--- config.mk ---
export PLATFORM = sky130hd
export DESIGN_NAME = tms_bus_if
export DESIGN_NICKNAME = d
export VERILOG_FILES = /design/src/rtl/tms_bus_if.sv
export SDC_FILE = /design/constraint.sdc
export NUM_CORES = 1
export LEC_CHECK = 0
export CORE_ASPECT_RATIO = 0.5
export CORE_MARGIN = 5
export CORE_UTILIZATION = 30
export DETAILED_ROUTE_END_ITERATION = 10
export GPL_ROUTABILITY_DRIVEN = 0
export PLACE_DENSITY = 0.58
export SYNTH_ARGS = -nofsm -noshare
export SYNTH_HDL_FRONTEND = slang
export SYNTH_SLANG_ARGS = --single-unit
--- constraint.sdc ---
create_clock -name clk -period 4.05 [get_ports clk]
set_input_delay 0.405 -clock clk [delete_from_list [all_inputs] [get_ports clk]]
set_output_delay 0.405 -clock clk [all_outputs]
set_load 0.02 [all_outputs]
--- src/rtl/tms_bus_if.sv ---
// Host-bus front end for the VDP core. Synchronises and glitch-filters the async
// csr_n/csw_n strobes, then issues exactly one req (with wrt) per qualified access,
// latching the port select into adr and the bit-reversed host data into dbo.
module tms_bus_if #(
  parameter int unsigned SYNC_STAGES    = 2,
  parameter int unsigned QUAL_CYCLES    = 3,
  parameter int unsigned RELEASE_CYCLES = 3
) (
  input  logic        clk,
  input  logic        reset,
  input  logic        csr_n,
  input  logic        csw_n,
  input  logic [1:0]  mode,
  input  logic [7:0]  cd_in,
  output logic        req,
  output logic        wrt,
  output logic [15:0] adr,
  output logic [7:0]  dbo,
  output logic        cd_oe,
  output logic        bus_err
);

  localparam int unsigned QW = $clog2(QUAL_CYCLES + 1);
  localparam int unsigned RW = $clog2(RELEASE_CYCLES + 1);
  localparam logic [QW-1:0] QualMax = QW'(QUAL_CYCLES);
  localparam logic [RW-1:0] RelMax  = RW'(RELEASE_CYCLES);

  typedef enum logic [2:0] {StIdle, StQual, StIssue, StHold, StRelease} state_e;

  logic [SYNC_STAGES-1:0]      csr_sync_q;
  logic [SYNC_STAGES-1:0]      csw_sync_q;
  logic [SYNC_STAGES-1:0][1:0] mode_sync_q;
  logic [SYNC_STAGES-1:0][7:0] cd_sync_q;

  logic       csr_s, csw_s;
  logic [1:0] mode_s;
  logic [7:0] cd_s;
  logic [7:0] cd_rev;
  logic       active_s;

  state_e        state_q;
  logic [QW-1:0] qcnt_q;
  logic [RW-1:0] rcnt_q;
  logic          is_wr_q;

  assign csr_s  = csr_sync_q[SYNC_STAGES-1];
  assign csw_s  = csw_sync_q[SYNC_STAGES-1];
  assign mode_s = mode_sync_q[SYNC_STAGES-1];
  assign cd_s   = cd_sync_q[SYNC_STAGES-1];
  // Level of the strobe that opened the current access.
  assign active_s = is_wr_q ? csw_s : csr_s;

  // Synchroniser chains; strobes preset inactive so reset never looks like an access.
  always_ff @(posedge clk) begin
    if (reset) begin
      csr_sync_q  <= '1;
      csw_sync_q  <= '1;
      mode_sync_q <= '0;
      cd_sync_q   <= '0;
    end else begin
      csr_sync_q  <= {csr_sync_q[SYNC_STAGES-2:0], csr_n};
      csw_sync_q  <= {csw_sync_q[SYNC_STAGES-2:0], csw_n};
      mode_sync_q <= {mode_sync_q[SYNC_STAGES-2:0], mode};
      cd_sync_q   <= {cd_sync_q[SYNC_STAGES-2:0], cd_in};
    end
  end

  // TI bit order: host bit 0 is the bus MSB.
  always_comb begin
    cd_rev = '0;
    for (int i = 0; i < 8; i++) cd_rev[i] = cd_s[7-i];
  end

  // Access FSM with registered outputs.
  always_ff @(posedge clk) begin
    if (reset) begin
      state_q <= StRelease;
      qcnt_q  <= '0;
      rcnt_q  <= '0;
      is_wr_q <= 1'b0;
      req     <= 1'b0;
      wrt     <= 1'b0;
      adr     <= '0;
      dbo     <= '0;
      cd_oe   <= 1'b0;
      bus_err <= 1'b0;
    end else begin
      req     <= 1'b0;
      wrt     <= 1'b0;
      bus_err <= 1'b0;
      unique case (state_q)
        StIdle: begin
          if (!csr_s && !csw_s) begin
            bus_err <= 1'b1;
            rcnt_q  <= '0;
            state_q <= StRelease;
          end else if (!csr_s || !csw_s) begin
            is_wr_q <= !csw_s;
            qcnt_q  <= QW'(1);
            state_q <= (QUAL_CYCLES == 1) ? StIssue : StQual;
          end
        end
        StQual: begin
          if (!csr_s && !csw_s) begin
            bus_err <= 1'b1;
            rcnt_q  <= '0;
            state_q <= StRelease;
          end else if (active_s) begin
            state_q <= StIdle;
          end else begin
            if (qcnt_q != QualMax) qcnt_q <= qcnt_q + 1'b1;
            if (qcnt_q >= QualMax - 1'b1) state_q <= StIssue;
          end
        end
        StIssue: begin
          req     <= 1'b1;
          wrt     <= is_wr_q;
          adr     <= {14'b0, mode_s};
          if (is_wr_q) dbo <= cd_rev;
          state_q <= StHold;
        end
        StHold: begin
          // Only the accepted strobe's release ends the access; the other one idles high.
          if (active_s) begin
            cd_oe   <= 1'b0;
            rcnt_q  <= '0;
            state_q <= StRelease;
          end else begin
            cd_oe <= !is_wr_q;
          end
        end
        StRelease: begin
          cd_oe <= 1'b0;
          if (csr_s && csw_s) begin
            if (rcnt_q != RelMax) rcnt_q <= rcnt_q + 1'b1;
            if (rcnt_q >= RelMax - 1'b1) state_q <= StIdle;
          end else begin
            rcnt_q <= '0;
          end
        end
        default: state_q <= StRelease;
      endcase
    end
  end

endmodule

==> results.md, run 1 <==
Setup path:
- The endpoint kind of the worst setup timing path is a flip-flop.
- The signal on the critical path passes through clkdlybuf4s50_1 > buf_4 > or2_2.
- In this design, the stage delay of the slowest critical-path cell is 730 ps.
- The highest net fanout along the worst path is 30.
- The type of element launching the critical path is an input pin.
- The kind of critical path is in2reg.
- The slowest library cell on the worst path is sky130_fd_sc_hd__clkdlybuf4s50_1.
- At the worst endpoint, the required time is ~4200 ps.
- STA puts the critical path data arrival time at 1870 ps.

Finish:
- The filler cell count in the final layout is 617.
- The layout overhead on the synthesized area is 22.7%.
- The count of inserted antenna diode cells is 0.
- For this run, the post-layout net count is 239.
- The post-layout utilization of the core is 37.9%.
- Cells with a size suffix above 1 make up 10.1% of the layout.

CTS:
- The TritonCTS clock tree is done.
- The total number of H-tree levels is 2.
- The clock latency at the later pin of the worst-skew pair is 280 ps.
- In this run the post-CTS setup repair buffer count came out at 0.
- The CTS buffer count is 5.
- The number of sinks on the clock net is 46.
- The clock edge transition at the registers on the reported setup and hold paths is ~60 ps.
- Post-CTS repair changed the size of 0 cells.
- The clock passes through at most 2 buffers.
- The clock root buffer is sky130_fd_sc_hd__clkbuf_16.
- The count of hold buffers inserted by post-cts repair is 0.

Timing:
- The period utilization is 42.0%.
- In this run the tightest slew margin relative to its limit is between 50% and 60%.
- The number of slew-limit violations in the final report is 0.
- In the final timing run, aggregate negative setup slack is 0 ps.
- The setup violation total in the final timing report is 0.
- The number of endpoints with negative hold slack in the final report is 0.
- The final period demand of the worst path is 1700 ps.
- The maximum clock frequency is 587 MHz.
- Setup repair after global routing left no endpoint under its margin.
- The slew at the pin closest to its max-slew limit is 638 ps.
- Between clock sinks in the finished design, the worst skew comes to 2.38 ps.
- The worst setup slack after layout is 2350 ps.

Power:
- In this run the power density over the cells is between 500 and 600 nW/um^2.
- VDD sags by at most around 0.18 mV.
- The total leakage power is about 0.9 nW.

Job:
- Max-cap violations in this run came to 0.

Drt:
- The remaining design rule violation count is 0.
- In this run, the number of DRC markers left after iteration 0 of detailed routing was 36.
- The number of iterations in the first detailed-routing pass is 4.
- The post-detailed-route via-to-cell ratio is 4.18.
- For this block, the routed nets add up to 3140 um of wire.
- In the final routed layout, each cell accounts on average for 10.3 um.
- Summing over every cut layer, the via total after detailed routing is 1280.
- In this run the remaining antenna-violating nets after routing total 0.

Global route:
- After global routing the overflow that remains totals 0.
- The first global-routing pass estimated 5320 um of wire.
- The combined global-route utilization of all metal layers is 8.35%.
- Entering global routing, the biggest net connects 31 pins.
- The number of antenna violations at the first check in global routing was 0.
- The number of global-route vias before repair was 1231.

Logic synthesis:
- The share of Yosys cell area claimed by the top area cell type is 49.2%.
- The post-synth design cell area is 1870 sq um.
- In this run, distinct cell masters in the synthesized netlist total 41.
- The number of enable flip-flop cells after synthesis is 0.
- In the synthesized netlist, the number of instances is between 150 and 200.
- After synthesis the netlist holds a flip-flop and latch count of 46.
- The dominant cell type by area after synthesis is sky130_fd_sc_hd__dfxtp_1.
- The Yosys step of the flow raised 0 warnings.
- After synthesis, the mean cell area works out to slightly below 10 sq um.
- In the post-synthesis netlist, the biggest area contributors are sky130_fd_sc_hd__dfxtp_1 49%, sky130_fd_sc_hd__nor2b_1 7.7%, sky130_fd_sc_hd__buf_4 6.0%, sky130_fd_sc_hd__ha_1 5.3%, sky130_fd_sc_hd__nand2_1 4.2%.
- Ranked by instance count, the synthesized netlist is headed by 46 x sky130_fd_sc_hd__dfxtp_1, 23 x sky130_fd_sc_hd__nor2b_1, 21 x sky130_fd_sc_hd__nand2_1.
- The dominant cell by count in the synthesized netlist is sky130_fd_sc_hd__dfxtp_1.
- For this run, the leading register cell type out of synthesis is sky130_fd_sc_hd__dfxtp_1.
- The sequential share of the synthesized area is 49.2%.
- The fraction of registers with async set or reset after synthesis is 0%.

Hold path:
- The tightest min-delay check is of the reg2reg type.

Die:
- The die covers 8010 sq um.
- The initial utilization of the core area, before any placement, comes to 30.9%.
- The die outline height is approximately 66 um.
- The die is ~120 um wide.
- The floorplan has 20 rows.
- Pin placement for this block handled 42 I/O pins.
- After floorplanning, the core was sized to cover 6060 sq um.

Place:
- The pre-CTS setup slack is 2020 ps.
- During placement, the flow inserted port buffers numbering 27.
- The HPWL reported at the end of detailed placement is 2290 um.

Outcome:
- The run finished with clean final reports.
[layout by cell type (no fill, tap or decap), types with 2 or more instances in the layout]
| cell type | n |
|---|---|
| sky130_fd_sc_hd__clkdlybuf4s50_1 | 27 |
| sky130_fd_sc_hd__nor2b_1 | 23 |
| sky130_fd_sc_hd__nand2_2 | 2 |
| sky130_fd_sc_hd__nand3_1 | 2 |
| sky130_fd_sc_hd__o21ai_0 | 2 |
| sky130_fd_sc_hd__conb_1 | 14 |
| sky130_fd_sc_hd__nor3_1 | 4 |
| sky130_fd_sc_hd__or2_2 | 4 |
| sky130_fd_sc_hd__a211oi_1 | 2 |
| sky130_fd_sc_hd__ha_1 | 8 |
| sky130_fd_sc_hd__a21oi_1 | 12 |
| sky130_fd_sc_hd__nor2_1 | 8 |
| sky130_fd_sc_hd__nand2_1 | 21 |
| sky130_fd_sc_hd__inv_1 | 9 |
| sky130_fd_sc_hd__mux2i_1 | 2 |
| sky130_fd_sc_hd__clkbuf_16 | 5 |
| sky130_fd_sc_hd__o211ai_1 | 3 |
| sky130_fd_sc_hd__dfxtp_1 | 46 |
| sky130_fd_sc_hd__mux2_4 | 2 |
[critical path, delay by kind of cell]
family / cells / cell delay, ps
buf+inv: 2 / 1120
simple gates: 1 / 320
[power by group]
part / total [mW] / switching [mW] / leakage, nW / internal (mW)
clock: 0.390 / 0.161 / 0.0708 / 0.229
combinational: 0.233 / 0.121 / 0.457 / 0.112
sequential: 0.539 / 0.0538 / 0.377 / 0.485
[routing by layer]
layer  up-vias  part of all wire (%)  global-route usage [%]
met5         -                     0                       0
met4         0                  0.41                    3.35
met3         2                   5.0                    2.65
met2        33                    49                    14.8
met1       586                    45                    9.43
li1        659                     -                       -
[registers in the layout, indices dropped and copies added, names as in the netlist]
signal and count:
adr 2, bus_err 1, cd_oe 1, cd_s 8
cd_sync_q 8, csr_sync_q 2, csw_sync_q 2, dbo 8
is_wr_q 1, mode_s 2, mode_sync_q 2, qcnt_q 2
rcnt_q 2, req 1, state_q 3, wrt 1
[metrics by stage]
step | power, mW | instances | hold slack, ps | cell area, sq um
floorplan | 0.753 | 205 | 389 | 1920
global placement | 0.776 | 298 | 397 | 2150
detailed placement | 0.779 | 298 | 394 | 2150
CTS | 1.17 | 306 | 408 | 2300
global route | 1.23 | 306 | 428 | 2300
finish | 1.16 | 306 | 408 | 2300
[worst paths after layout]
path                            cells past startpoint       endpoint  slack, ps     startpoint
worst min-delay path                                1  csw_sync_q[1]        410  csw_sync_q[0]
worst max register to register                      6      rcnt_q[0]       2420  csr_sync_q[1]
worst max-delay path                                3  csw_sync_q[0]       2350          reset
worst min register to register                      1  csw_sync_q[1]        410  csw_sync_q[0]
[cells by family (layout without fill, tap and decap cells)]
family / Yosys count / after routing / share of synthesized area [%]
multiplexers: 5 / 5 / 3.41
other: 1 / 14 / 0.200
AND/OR/NAND/NOR: 71 / 71 / 20.7
buffers and inverters: 32 / 45 / 10.1
flip-flops: 46 / 46 / 49.2
adder cells (fa/ha/maj): 8 / 8 / 5.35
AO/OA/AOI/OAI: 29 / 29 / 11.1
[layout make-up]
type	instances	area, sq um	area share, %
Inverter	9	33.8	1.47
Tap cell	88	110	4.80
Clock inverter	2	13.8	0.599
Timing Repair Buffer	28	278	12.1
Sequential cell	46	921	40.1
Clock buffer	6	129	5.61
Multi-Input combinational cell	127	811	35.3
Power figures use the tool's default switching activity.
==> inputs of run 2 (changes only) <==
==> constraint.sdc (replaced) <==
create_clock -name clk -period 1.6 [get_ports clk]
set_input_delay 0.16 -clock clk [delete_from_list [all_inputs] [get_ports clk]]
set_output_delay 0.16 -clock clk [all_outputs]
set_load 0.02 [all_outputs]
==> run 2 against run 1 <==
- worst setup slack lost 2300 ps
- highest routed layer unchanged
- largest power group unchanged
- total power grew to 2.6 times the previous value
- clock power rose to 2.6 times the previous value
- routed wire length is 3.9% higher
- core utilization grew 0.91 points
- die area unchanged
- worst hold slack improved by 4.3 ps
- sequential power increased by 150%
==> results.md, run 2 (synthesis gave the netlist of run 1 again) <==
Timing:
- The number of slew-limit violations in the final report is 0 (unchanged).
- The post-route clock skew is 3.82 ps (+1.44 ps).
- The number of endpoints with negative hold slack in the final report was 0 (unchanged).
- Setup repair after global routing left no endpoint under its margin.
- The smallest clock period supported by the final layout is computed as 1530 ps.
- Derived from the worst setup path, the maximum achievable clock frequency is 654 MHz.
- The setup TNS was 0 ps (unchanged).
- The worst path uses 95.6% of the clock period.
- The setup violation total in the final timing report is 0 (unchanged).

Setup path:
- The critical path depth is 6 (+3).
- The type of element launching the critical path is a flip-flop.
- The kind of cell adding the most delay to the critical path is flip-flops.
- Traced cell by cell, the critical path runs through inv_1 > ha_1 > nor2b_1 > a31oi_1 > o22a_4 > mux2_4.
- STA classifies the critical path endpoint as a flip-flop.
- The arrival time at the worst endpoint was 1700 ps (-170 ps).
- In this run the critical register-to-register path is launched from csr_sync_q[1].
- The slowest library cell on the worst path is sky130_fd_sc_hd__dfxtp_4.
- The flop-to-flop setup slack is 70 ps (-2350 ps).
- The worst setup path is of the reg2reg kind.
- The length in cells of the worst reg-to-reg path came to 6 (unchanged).
- The critical path data required time was 1770 ps (-2440 ps).
- The delay contributed by the slowest stage of the critical path was 370 ps (-360 ps).
- The end of the worst register-to-register path is rcnt_q[0].
- The critical path buffer and inverter count is 1 (-1).
- The highest net fanout along the worst path is 5 (-83%).

Global route:
- The number of antenna violations at the first check in global routing is 0 (unchanged).
- The combined global-route utilization of all metal layers is 8.53% (+0.18 points).
- The wire length of the first global-routing pass was 5330 um (+0.26%).
- The largest net degree at the start of global routing came to 37 (+19%).
- The total congestion overflow is 0 (unchanged).
- The number of global-route vias before repair is 1192 (-3.2%).

Finish:
- The library cells used most frequently in the layout, excluding fill and tap cells, are 44 x sky130_fd_sc_hd__dfxtp_1, 27 x sky130_fd_sc_hd__clkdlybuf4s50_1, 23 x sky130_fd_sc_hd__nor2b_1, 21 x sky130_fd_sc_hd__nand2_1, 14 x sky130_fd_sc_hd__conb_1.
- The area used by sequential logic in the layout was 926 sq um (+0.54%).
- The area used by multi-input combinational logic is 812 sq um (+0.15%).
- The number of nets in the layout is 243 (+1.7%).
- The filler cell count in the final layout was 629 (+1.9%).
- The count of inserted antenna diode cells is 0 (unchanged).
- The proportion of layout cells with a drive suffix above 1 is 13.5% (+3.4 points).
- From synthesis to final layout, the design area changed by 25.6%.
- Leaving out fill and tap cells, the most frequent cell in the layout is sky130_fd_sc_hd__dfxtp_1.

Die:
- The die outline height is 65.9 um (unchanged).
- The width of the chip was 122 um (unchanged).
- The die footprint is 8010 sq um (unchanged).
- The row count is 20 (unchanged).
- The standard cell core area is 6060 sq um (unchanged).
- The initial core utilization is 30.9% (unchanged).
- The top-level I/O count is 42 (unchanged).

CTS:
- The total number of H-tree levels is 2 (unchanged).
- The number of sinks on the clock net came to 46 (unchanged).
- The clock latency at the later pin of the worst-skew pair came to 280 ps (about the same).
- The number of buffers on the longest clock path was 2 (unchanged).
- TritonCTS built the clock tree.
- The CTS buffer count is 5 (unchanged).
- The number of buffers inserted by post-CTS setup repair is 0 (unchanged).
- The clock edge transition at the registers on the reported setup and hold paths is 70 ps (about the same).
- The clock root buffer is sky130_fd_sc_hd__clkbuf_16.

Drt:
- The count of routing violations after the opening detailed-route iteration is 29 (-19%).
- The detailed-route via count is 1282 (+0.16%).
- The remaining design rule violation count is 0 (unchanged).
- The number of iterations in the first detailed-routing pass is 4 (unchanged).
- The number of routed nets with antenna violations is 0 (unchanged).
- The post-detailed-route via-to-cell ratio is 4.14 (-1.1%).
- The detailed-route wire length is 3270 um (+3.9%).
- The final routed wire length divided by cell count is 10.5 um (+2.6%).

Place:
- The count of buffers inserted at the top-level ports was 27 (unchanged).
- The HPWL reported at the end of detailed placement is 2390 um (+4.3%).

Hold path:
- In this run the most critical hold path is launched from csw_sync_q[0].
- The worst hold path belongs to the class reg2reg.
- The worst hold path terminates at csw_sync_q[1].
- The worst hold path cell count is 1 (unchanged).

Job:
- The count of maximum capacitance violations came to 0 (unchanged).

Power:
- The power density over cell area is 1290 nW/um^2 (+150%).
- The worst voltage drop across the vdd grid is 0.488 mV (+170%).
- The total leakage power is 0.924 nW (+2.1%).
- The total chip power is 3.04 mW (+160%).

Outcome:
- The run finished with clean final reports.
run 2: cell count changes in the layout (fill, tap and decap cells not counted), sizes merged:
cell      delta
clkinvlp     +2
clkbuf       -1
inv          +1
clkinv       -2
buf          +4
run 2: worst register-to-register path: stages (launching register included):
cell and delay, ps:
sky130_fd_sc_hd__dfxtp_4 370, sky130_fd_sc_hd__inv_1 60, sky130_fd_sc_hd__ha_1 200, sky130_fd_sc_hd__nor2b_1 130, sky130_fd_sc_hd__a31oi_1 190, sky130_fd_sc_hd__o22a_4 180
sky130_fd_sc_hd__mux2_4 290
run 2: where the power goes:
part / switching, mW / total (mW) / internal, mW
logic: 0.354 / 0.680 / 0.325
clock network: 0.446 / 1.03 / 0.584
registers: 0.0988 / 1.33 / 1.23
run 2: worst max-delay path by stage:
stage	startpoint	to	slack, ps
after global placement	csr_sync_q[1]	rcnt_q[0]	40
after floorplan	csr_sync_q[1]	rcnt_q[0]	90
after global routing	csr_sync_q[1]	rcnt_q[0]	3
after CTS	csw_sync_q[1]	rcnt_q[0]	10
final	csr_sync_q[1]	rcnt_q[0]	70
after detailed placement	csr_sync_q[1]	rcnt_q[0]	4
run 2: timing repair:
| action | in CTS | in global routing |
|---|---|---|
| gates resized for setup | 1 | 3 |
| hold buffers | 0 | 0 |
| setup endpoints to repair | 2 | 4 |
run 2: final cells by class:
cell class | instances | area share [%]
inverter | 9 | 1.44
clock inverter | 3 | 1.01
timing repair buffer | 32 | 13.6
sequential | 46 | 39.4
clock buffer | 5 | 5.32
tap | 88 | 4.68
multi-input combinational | 127 | 34.5
run 2: stage by stage:
stage	area, sq um	instances	hold slack, ps	worst slack, ps	utilization (%)
after floorplan	1920	205	264	90.1	-
after global placement	2200	302	399	35.6	36.3
after detailed placement	2200	302	396	3.58	36.3
after CTS	2350	310	417	10.6	38.7
after global routing	2350	310	417	3.40	38.8
final	2350	310	413	71.0	38.8
run 2: per-layer routing:
| metal | global-route usage, % | vias to the layer above | routed length (um) |
|---|---|---|---|
| met3 | 2.82 | 6 | 179 |
| met1 | 10.5 | 584 | 1570 |
| met2 | 13.3 | 32 | 1470 |
| li1 | - | 660 | - |
| met5 | 0 | - | 0 |
| met4 | 4.61 | 0 | 46 |
==> inputs of run 3 (changes only) <==
--- a/config.mk
+++ b/config.mk
@@ -7,10 +7,10 @@
 export LEC_CHECK = 0
 export CORE_ASPECT_RATIO = 0.5
 export CORE_MARGIN = 5
-export CORE_UTILIZATION = 30
+export CORE_UTILIZATION = 49
 export DETAILED_ROUTE_END_ITERATION = 10
 export GPL_ROUTABILITY_DRIVEN = 0
-export PLACE_DENSITY = 0.58
+export PLACE_DENSITY = 0.84
 export SYNTH_ARGS = -nofsm -noshare
 export SYNTH_HDL_FRONTEND = slang
 export SYNTH_SLANG_ARGS = --single-unit
==> run 3 against run 2 <==
- via count increased by 1.6%
- critical endpoint unchanged
- first-iteration DRC count down 59%
- clock power shrank 31%
- sequential share of layout area up 1.8 points
- maximum frequency fell by 1.4%
- cell count shrank 12%
- die area down 35%
- largest power group unchanged
- critical path type unchanged
==> results.md, run 3 (synthesis gave the netlist of run 1 again) <==
Outcome:
- The run finished with clean final reports.

Die:
- The top-level I/O count came to 42 (unchanged).
- The die footprint came to 5230 sq um (-35%).
- The width of the chip is 97.4 um (-20%).
- The standard cell core area is 3550 sq um (-41%).
- The initial core utilization is 52.8% (+22 points).
- The die outline height is 53.7 um (-18%).
- The row count is 15 (-25%).

Power:
- The worst voltage drop across the vdd grid is 0.631 mV (+29%).
- The total chip power is 2.73 mW (-10%).
- The power density over cell area is 1210 nW/um^2 (-6.4%).
- The total leakage power is 0.907 nW (-1.8%).

Finish:
- The commonest non-fill, non-tap cell in the layout is sky130_fd_sc_hd__dfxtp_1.
- The layout overhead on the synthesized area is 20.6%.
- The count of inserted antenna diode cells was 0 (unchanged).
- The area used by sequential logic in the layout was 930 sq um (+0.41%).
- The number of nets in the layout is 244 (+0.41%).
- The filler cell count in the final layout is 296 (-53%).
- The proportion of layout cells with a drive suffix above 1 was 14.3% (+0.84 points).
- The design area is 2260 sq um (-4.0%).
- The area used by multi-input combinational logic was 812 sq um (unchanged).
- In the layout the commonest cells are 43 x sky130_fd_sc_hd__dfxtp_1, 27 x sky130_fd_sc_hd__clkdlybuf4s50_1, 23 x sky130_fd_sc_hd__nor2b_1, 21 x sky130_fd_sc_hd__nand2_1, 14 x sky130_fd_sc_hd__conb_1.

Setup path:
- The slowest library cell on the worst path is sky130_fd_sc_hd__dfxtp_4.
- The critical path buffer and inverter count is 1 (unchanged).
- The type of element launching the critical path is a flip-flop.
- The highest net fanout along the worst path is 5 (unchanged).
- The most critical setup path has its startpoint at csr_sync_q[1].
- The critical path goes through inv_1 > ha_1 > nor2b_1 > a31oi_1 > o22a_4 > mux2_4.
- The delay contributed by the slowest stage of the critical path is 380 ps (about the same).
- The arrival time at the worst endpoint is 1750 ps (+50 ps).
- The flop-to-flop setup slack is 50 ps (-20 ps).
- The critical path data required time was 1800 ps (+30 ps).
- In this design, the largest share of critical-path delay is due to flip-flops.
- The origin of the critical flop-to-flop path is csr_sync_q[1].
- STA classifies the critical path endpoint as a flip-flop.
- The critical path is of the reg2reg type.

CTS:
- The clock latency at the later pin of the worst-skew pair was 300 ps (+20 ps).
- The number of buffers on the longest clock path is 2 (unchanged).
- The TritonCTS clock tree is done.
- The number of sinks on the clock net is 46 (unchanged).
- The clock edge transition at the registers on the reported setup and hold paths is 90 ps (+20 ps).
- The count of hold buffers inserted by post-cts repair is 0 (unchanged).
- Clock tree synthesis selected as its root buffer the cell sky130_fd_sc_hd__clkbuf_8.
- The total number of H-tree levels is 2 (unchanged).
- The number of buffers inserted by post-CTS setup repair is 0 (unchanged).
- The CTS buffer count is 5 (unchanged).

Drt:
- The post-detailed-route via-to-cell ratio is 4.76 (+15%).
- The count of routing violations after the opening detailed-route iteration was 12 (-59%).
- The number of routed nets with antenna violations was 0 (unchanged).
- The final routed wire length divided by cell count is 12.4 um (+18%).
- The detailed-route wire length is 3390 um (+3.9%).
- The number of iterations in the first detailed-routing pass is 4 (unchanged).
- The detailed-route via count is 1303 (+1.6%).
- The remaining design rule violation count is 0 (unchanged).

Global route:
- The total congestion overflow is 0 (unchanged).
- The largest net degree at the start of global routing is 35 (-5.4%).
- The combined global-route utilization of all metal layers is 14.0% (+5.5 points).
- The number of antenna violations at the first check in global routing is 0 (unchanged).
- The wire length of the first global-routing pass came to 5670 um (+6.3%).
- The number of global-route vias before repair came to 1293 (+8.5%).

Timing:
- The maximum clock frequency was 645 MHz (-1.4%).
- The setup TNS is 0 ps (unchanged).
- The worst setup slack after layout was 49.3 ps (-21.8 ps).
- The number of slew-limit violations in the final report is 0 (unchanged).
- The post-route clock skew is 5.69 ps (+1.88 ps).
- The final period demand of the worst path is 1550 ps (+21.8 ps).
- The setup violation total in the final timing report is 0 (unchanged).
- The number of endpoints with negative hold slack in the final report is 0 (unchanged).
- The period utilization is 96.9% (+1.4 points).
- Setup repair after global routing left no endpoint under its margin.

Hold path:
- The beginning of the worst hold path is cd_in[3].
- The worst hold path belongs to the class in2reg.

Place:
- The area after detailed placement is 2160 sq um (-1.8%).
- The count of buffers inserted at the top-level ports is 27 (unchanged).
- The pre-CTS setup slack is -36.1 ps (-39.7 ps).
- The HPWL reported at the end of detailed placement is 2470 um (+3.3%).

Job:
- The count of maximum capacitance violations was 0 (unchanged).
run 3: metrics by stage:
stage | util [%] | cells | hold WS [ps]
after floorplan | - | 205 | 264
after global placement | 60.8 | 266 | 398
after detailed placement | 60.8 | 266 | 397
after CTS | 63.4 | 274 | 387
after global routing | 63.6 | 274 | 392
final | 63.6 | 274 | 395
run 3: worst reg2reg max path: stages, from the launching register on:
cell and delay [ps]:
sky130_fd_sc_hd__dfxtp_4 380, sky130_fd_sc_hd__inv_1 70, sky130_fd_sc_hd__ha_1 200, sky130_fd_sc_hd__nor2b_1 130, sky130_fd_sc_hd__a31oi_1 190, sky130_fd_sc_hd__o22a_4 180
sky130_fd_sc_hd__mux2_4 290
run 3: path summary, 6_finish.rpt:
kind,end,cells past startpoint
max,rcnt_q[0],6
min,cd_sync_q[3],2
max reg2reg,rcnt_q[0],6
min reg2reg,csw_sync_q[1],1
run 3: timing repair:
action,CTS,global route
pin swaps,0,1
resized for setup,2,4
setup endpoints to repair,2,6
run 3: metal layers:
layer	vias up	GRT usage, %	wire (um)
met5	-	0	0
met4	0	7.82	57
met3	7	4.53	205
met2	31	26.9	1730
met1	601	14.0	1400
li1	664	-	-
run 3: layout make-up:
cell class | instances | area share (%)
Timing Repair Buffer | 33 | 14.5
Clock inverter | 3 | 0.942
Tap cell | 51 | 2.83
Inverter | 9 | 1.50
Multi-Input combinational cell | 127 | 36.0
Clock buffer | 5 | 3.05
Sequential cell | 46 | 41.2
run 3: power by group:
| part | switching (mW) | total [mW] | internal (mW) | leakage [nW] |
|---|---|---|---|---|
| logic | 0.371 | 0.695 | 0.324 | 0.487 |
| clock network | 0.399 | 0.706 | 0.307 | 0.0441 |
| registers | 0.0999 | 1.33 | 1.23 | 0.376 |
| total | 0.870 | 2.73 | 1.86 | 0.907 |
